[src/rtl/vp_feedback_tracker.sv]
// Value-prediction feedback tracker: tracks issued predictions in order and
// reports each prediction's outcome to the predictor on in-order execution.
module vp_feedback_tracker #(
  parameter int P_DEPTH            = 16,
  parameter int P_CONF_THRES_WIDTH = 8
) (
  input  logic                          clk_i,
  input  logic                          rst_ni,
  input  logic [31:0]                   pred_pc_i,
  input  logic [31:0]                   pred_result_i,
  input  logic [P_CONF_THRES_WIDTH-1:0] pred_conf_i,
  input  logic                          pred_valid_i,
  input  logic                          alloc_i,
  output logic                          alloc_ready_o,
  input  logic [31:0]                   ex_pc_i,
  input  logic [31:0]                   ex_actual_i,
  input  logic                          ex_valid_i,
  output logic [31:0]                   fb_pc_o,
  output logic [31:0]                   fb_actual_o,
  output logic [P_CONF_THRES_WIDTH-1:0] fb_conf_o,
  output logic                          fb_mispredict_o,
  output logic                          fb_valid_o,
  output logic                          flush_o,
  output logic [$clog2(P_DEPTH):0]      count_o,
  output logic                          err_o,
  output logic [31:0]                   pred_cnt_o,
  output logic [31:0]                   mispred_cnt_o
);

  localparam int P_PTR_WIDTH = $clog2(P_DEPTH);
  localparam logic [P_PTR_WIDTH:0]   LP_FULL    = (P_PTR_WIDTH+1)'(P_DEPTH);
  localparam logic [P_PTR_WIDTH:0]   LP_CNT_ONE = (P_PTR_WIDTH+1)'(1);
  localparam logic [P_PTR_WIDTH-1:0] LP_PTR_ONE = P_PTR_WIDTH'(1);
  localparam logic [31:0]            LP_SAT     = 32'hFFFF_FFFF;

  logic [31:0]                   r_pc_mem     [P_DEPTH];
  logic [31:0]                   r_result_mem [P_DEPTH];
  logic [P_CONF_THRES_WIDTH-1:0] r_conf_mem   [P_DEPTH];
  logic                          r_used_mem   [P_DEPTH];

  logic [P_PTR_WIDTH-1:0]        r_head;
  logic [P_PTR_WIDTH-1:0]        r_tail;
  logic [P_PTR_WIDTH:0]          r_count;
  logic [31:0]                   r_fb_pc;
  logic [31:0]                   r_fb_actual;
  logic [P_CONF_THRES_WIDTH-1:0] r_fb_conf;
  logic                          r_fb_mispredict;
  logic                          r_fb_valid;
  logic                          r_flush;
  logic                          r_err;
  logic [31:0]                   r_pred_cnt;
  logic [31:0]                   r_mispred_cnt;

  logic                          w_alloc_ready;
  logic                          w_alloc_fire;
  logic                          w_retire;
  logic                          w_head_used;
  logic                          w_mispred;
  logic                          w_err_set;
  logic [P_PTR_WIDTH-1:0]        w_tail_nxt;

  assign w_alloc_ready = (r_count != LP_FULL) && !r_flush;
  assign w_alloc_fire  = alloc_i && w_alloc_ready;
  assign w_retire      = ex_valid_i && (r_count != '0);
  assign w_head_used   = r_used_mem[r_head];
  assign w_mispred     = w_retire && w_head_used && (r_result_mem[r_head] != ex_actual_i);
  assign w_err_set     = (ex_valid_i && (r_count == '0)) ||
                         (w_retire && (ex_pc_i != r_pc_mem[r_head]));
  assign w_tail_nxt    = w_alloc_fire ? r_tail + LP_PTR_ONE : r_tail;

  // Entry storage is deliberately left unreset; only pointers qualify it.
  always_ff @(posedge clk_i) begin
    if (w_alloc_fire) begin
      r_pc_mem[r_tail]     <= pred_pc_i;
      r_result_mem[r_tail] <= pred_result_i;
      r_conf_mem[r_tail]   <= pred_conf_i;
      r_used_mem[r_tail]   <= pred_valid_i;
    end
  end

  // A used misprediction squashes everything younger, including a same-cycle alloc.
  always_ff @(posedge clk_i or negedge rst_ni) begin
    if (!rst_ni) begin
      r_head  <= '0;
      r_tail  <= '0;
      r_count <= '0;
    end else begin
      r_tail <= w_tail_nxt;
      if (w_mispred) begin
        r_head  <= w_tail_nxt;
        r_count <= '0;
      end else begin
        if (w_retire) begin
          r_head <= r_head + LP_PTR_ONE;
        end
        unique case ({w_alloc_fire, w_retire})
          2'b10:   r_count <= r_count + LP_CNT_ONE;
          2'b01:   r_count <= r_count - LP_CNT_ONE;
          default: r_count <= r_count;
        endcase
      end
    end
  end

  always_ff @(posedge clk_i or negedge rst_ni) begin
    if (!rst_ni) begin
      r_fb_pc         <= '0;
      r_fb_actual     <= '0;
      r_fb_conf       <= '0;
      r_fb_mispredict <= 1'b0;
      r_fb_valid      <= 1'b0;
      r_flush         <= 1'b0;
    end else begin
      r_fb_valid      <= w_retire;
      r_fb_mispredict <= w_mispred;
      r_flush         <= w_mispred;
      if (w_retire) begin
        r_fb_pc     <= r_pc_mem[r_head];
        r_fb_actual <= ex_actual_i;
        r_fb_conf   <= r_conf_mem[r_head];
      end
    end
  end

  always_ff @(posedge clk_i or negedge rst_ni) begin
    if (!rst_ni) begin
      r_err         <= 1'b0;
      r_pred_cnt    <= '0;
      r_mispred_cnt <= '0;
    end else begin
      if (w_err_set) begin
        r_err <= 1'b1;
      end
      if (w_retire && w_head_used && (r_pred_cnt != LP_SAT)) begin
        r_pred_cnt <= r_pred_cnt + 32'd1;
      end
      if (w_mispred && (r_mispred_cnt != LP_SAT)) begin
        r_mispred_cnt <= r_mispred_cnt + 32'd1;
      end
    end
  end

  assign alloc_ready_o   = w_alloc_ready;
  assign fb_pc_o         = r_fb_pc;
  assign fb_actual_o     = r_fb_actual;
  assign fb_conf_o       = r_fb_conf;
  assign fb_mispredict_o = r_fb_mispredict;
  assign fb_valid_o      = r_fb_valid;
  assign flush_o         = r_flush;
  assign count_o         = r_count;
  assign err_o           = r_err;
  assign pred_cnt_o      = r_pred_cnt;
  assign mispred_cnt_o   = r_mispred_cnt;

endmodule

[config.mk]
export PLATFORM = sky130hd
export DESIGN_NAME = vp_feedback_tracker
export DESIGN_NICKNAME = d
export VERILOG_FILES = /design/src/rtl/vp_feedback_tracker.sv
export SDC_FILE = /design/constraint.sdc
export NUM_CORES = 1
export LEC_CHECK = 0
export ABC_CLOCK_PERIOD_IN_PS = 7500
export CAP_MARGIN = 20
export CORE_MARGIN = 2
export CORE_UTILIZATION = 57
export DETAILED_ROUTE_END_ITERATION = 7
export PLACE_DENSITY = 0.85
export SYNTH_ARGS = -nofsm -noshare
export SYNTH_HDL_FRONTEND = slang
export SYNTH_SLANG_ARGS = --single-unit
[constraint.sdc]
create_clock -name clk_i -period 7.5 [get_ports clk_i]
set_input_delay 1.875 -clock clk_i [delete_from_list [all_inputs] [get_ports clk_i]]
set_output_delay 1.875 -clock clk_i [all_outputs]
set_load 0.01 [all_outputs]
==> impl_results.md <==
* Die Wd at 305 um
* Drt initial violations at 3518
* Post-synth EDFFs at 1168
* CTS Buf Count at between 100 and 150
* Fillers at 5461
* H-tree levels at 4
* Delay-heaviest family, CP: multiplexers
* Area grow syn2layout at 16.3%
* Syn_nets at 2737
* Layout cells sized above 1 at 0.187
* Vias in the first global route at 28600
* Yosys top cell area share at 0.678
* Design area at 0.0602 mm^2
* Maxcap violations at 0
* Outcome: finished clean
* Synth Warn # at 0
* Post-route setup slack at 2.33 ns
* Buffers on Ports at around 290
* Fin crit period at 5.17 ns
* Pleak at 20.2 nW
* Pwr dens at around 370 mW/mm^2
* # IOs at around 290
* Clk_skew at 0.0233 ns
* Design Power at 22.1 mW
* Synth area leader: edfxtp_1
* Worst-Skew Late Latency at between 0.7 and 0.8 ns
* Synth Flop Type: edfxtp_1
* Max stage delay on crit path at 0.93 ns
* Relative slew margins at 0.235
* Final wirelength at 127000 um
* WP data arrival at 5.79 ns
* CTS Sinks at 1320
* Crit path cell chain: buf_4 -> mux4_2 -> mux2i_1 -> xnor2_1 -> or4_1 -> a222oi_1 -> a31oi_4 -> buf_4 -> nand2_1 -> mux2_2
* F_max at 0.193 GHz
* Wire per inst at 30.0 um
* Final Cycle Share at 0.690
* Critical path's most frequent cell: buf_4
* Number of different library cells in the post-synthesis netlist at 56
* Worst path required time at between 8 and 9 ns
* Resized cells post-CTS at 0
* Hold_buf cts at 0
* Fin Setup TNS at 0 ns
* Antenna-violating nets left at 0
* Largest net degree at the start of global routing at ~150
* HPWL Detailed at 68500 um
* Buf+Inv Stages, Crit Path at 2
* Fin nets at 3075
* Remaining DRCs at 0
* Detailed Routing Iterations Pass 1 at 6
* Area contributors post-synth: edfxtp_1, mux4_2, dfrtp_1
* Post-Syn Instances at 2587
* Place WS at ~1.9 ns
* Clk buf depth at 3
* Avg Cell Area, Syn at around 20 um^2
* Worst setup SP type: flop
* Critical path endpoint category: flop
* Clk slew on worst S/H paths at roughly 0.060 ns
* Drt via density at 6.50
* Slew @ Worst Pin at 1.15 ns
* Core area at 0.0900 mm^2
* Max Transition Viols Final at 0
* #FFs+latches synth at 1320
* Peak VDD IR at 0.367 mV
* Placed Instance Area at approximately 0.056 mm^2
* First-pass GRT wire length at between 150000 and 200000 um
* Grt total ovfl at 0
* Endpoints failing setup at 0
* Initial antenna violation count at 16
* Post-CTS Setup Repair Bufs at 0
* Final Hold Vio Count at 0
* Max FO, Critical Path at 47
* FFs w/ async S/R, synth at 0.115
* All-Layer GR Usage at 0.273
* CTS tree: built
* RD Place Congestion at around 0.84
* Crit-path slowest cell: dfrtp_4
* Initial core utilization at 0.575
* Hold Path Class: reg2reg
* Unrepaired setup endpoints after global routing: false
* Vias post-DR at approximately 27000
* Standard-cell rows at 110
* Register area share after synthesis at 0.751
* Syn Std Cell Area at 0.0518 mm^2
* Die area at 0.0932 mm^2
* Root Buffer: clkbuf_16
* Setup CP Type: reg2reg
* Die Ht at 305 um
## worst paths after layout
kind	from	to	slack, ns	cells after the start
setup / recovery	r_head[0]	mispred_cnt_o[1]	2.33	10
hold / removal	fb_pc_o[16]	fb_pc_o[16]	0.47	2
min in group asynchronous	rst_ni	pred_cnt_o[8]	1.28	1
hold reg to reg	fb_pc_o[16]	fb_pc_o[16]	0.47	2
max in group asynchronous	rst_ni	r_head[2]	4.53	2
setup reg to reg	r_head[0]	mispred_cnt_o[1]	2.33	10
## per-layer routing
layer | global-route usage | share of wire | wire length (um) | vias up
met5 | 0 | 0.00084 | 106 | -
met4 | 0.101 | 0.032 | 4020 | 16
met3 | 0.0568 | 0.090 | 11400 | 296
met2 | 0.455 | 0.51 | 64400 | 1744
met1 | 0.360 | 0.37 | 46700 | 14300
li1 | - | - | - | 11000
## layout make-up
cell class,count,area (um^2),area share
diodes,8,20.0,0.000333
clock buffers,174,3630,0.0603
clock inverters,66,627,0.0104
inverters,14,56.3,0.000935
multi-input cells,1128,12300,0.204
flip-flops and latches,1320,38900,0.646
well taps,1176,1470,0.0244
repair buffers,329,3220,0.0536
## per-stage QoR
| step | instances | utilization | hold slack [ns] |
|---|---|---|---|
| 6_report | 4215 | 0.669 | 0.473 |
| 4_1_cts | 4206 | 0.668 | 0.478 |
| 3_3_place_gp | 3965 | 0.621 | 0.456 |
| 5_1_grt | 4214 | 0.669 | 0.501 |
| 2_1_floorplan | 2587 | - | 0.514 |
| 3_5_place_dp | 3966 | 0.621 | 0.462 |
## cells by family after synthesis
kind of cell	share of synthesized area
mux	0.153
flops	0.751
compound gates	0.0105
simple gates	0.0417
buf+inv	0.0129
xor+xnor	0.0288
fa+ha+maj	0.00218
## where the power goes
| group | switching (mW) | leakage, nW | internal, mW | total [mW] |
|---|---|---|---|---|
| Sequential | 0.507 | 12.5 | 8.81 | 9.32 |
| Combinational | 3.39 | 5.64 | 2.93 | 6.33 |
| Clock | 2.74 | 2.08 | 3.73 | 6.48 |
| Total | 6.64 | 20.2 | 15.5 | 22.1 |
## cell usage after synthesis, types with 8 or more instances
| library cell | n |
|---|---|
| clkbuf_1 | 46 |
| buf_4 | 16 |
| edfxtp_1 | 1168 |
| o21ai_0 | 8 |
| buf_2 | 39 |
| nor2_1 | 28 |
| inv_1 | 13 |
| ha_1 | 9 |
| nor3_1 | 15 |
| nand3_1 | 34 |
| xnor2_1 | 112 |
| xor2_1 | 58 |
| dfrtp_1 | 152 |
| nand2_1 | 249 |
| and2_1 | 23 |
| mux4_2 | 301 |
| and3_1 | 25 |
| a21oi_1 | 14 |
| a22oi_1 | 14 |
| nor4_1 | 12 |
| mux2i_1 | 108 |
| buf_1 | 19 |
| nand4_1 | 41 |
## layout by cell type, fill, tap and decap left out, drive strengths merged, types with 25 or more instances in the layout
cell,n
mux4,301
xor2,58
nand2,249
and3,25
clkbuf,174
xnor2,112
clkinv,46
nand3,34
nor2,28
buf,44
clkdlybuf4s50,285
mux2i,108
nand4,41
dfrtp,152
edfxtp,1168
## worst reg2reg max path: stages, from the launching register on
cell	delay (ns)
dfrtp_4	0.93
buf_4	0.66
mux4_2	0.62
mux2i_1	0.29
xnor2_1	0.13
or4_1	0.51
a222oi_1	0.57
a31oi_4	0.48
buf_4	0.38
nand2_1	0.13
mux2_2	0.36
## registers in the layout, summed over array words and instances, names as in the netlist
register       count
err_o              1
r_used_mem        16
fb_valid_o         1
r_head             4
fb_actual_o       32
fb_pc_o           32
mispred_cnt_o     32
r_conf_mem       128
fb_conf_o          8
r_pc_mem         512
flush_o            1
r_result_mem     512
pred_cnt_o        32
count_o            5
r_tail             4
No activity file was read; power rests on OpenSTA's default activity.
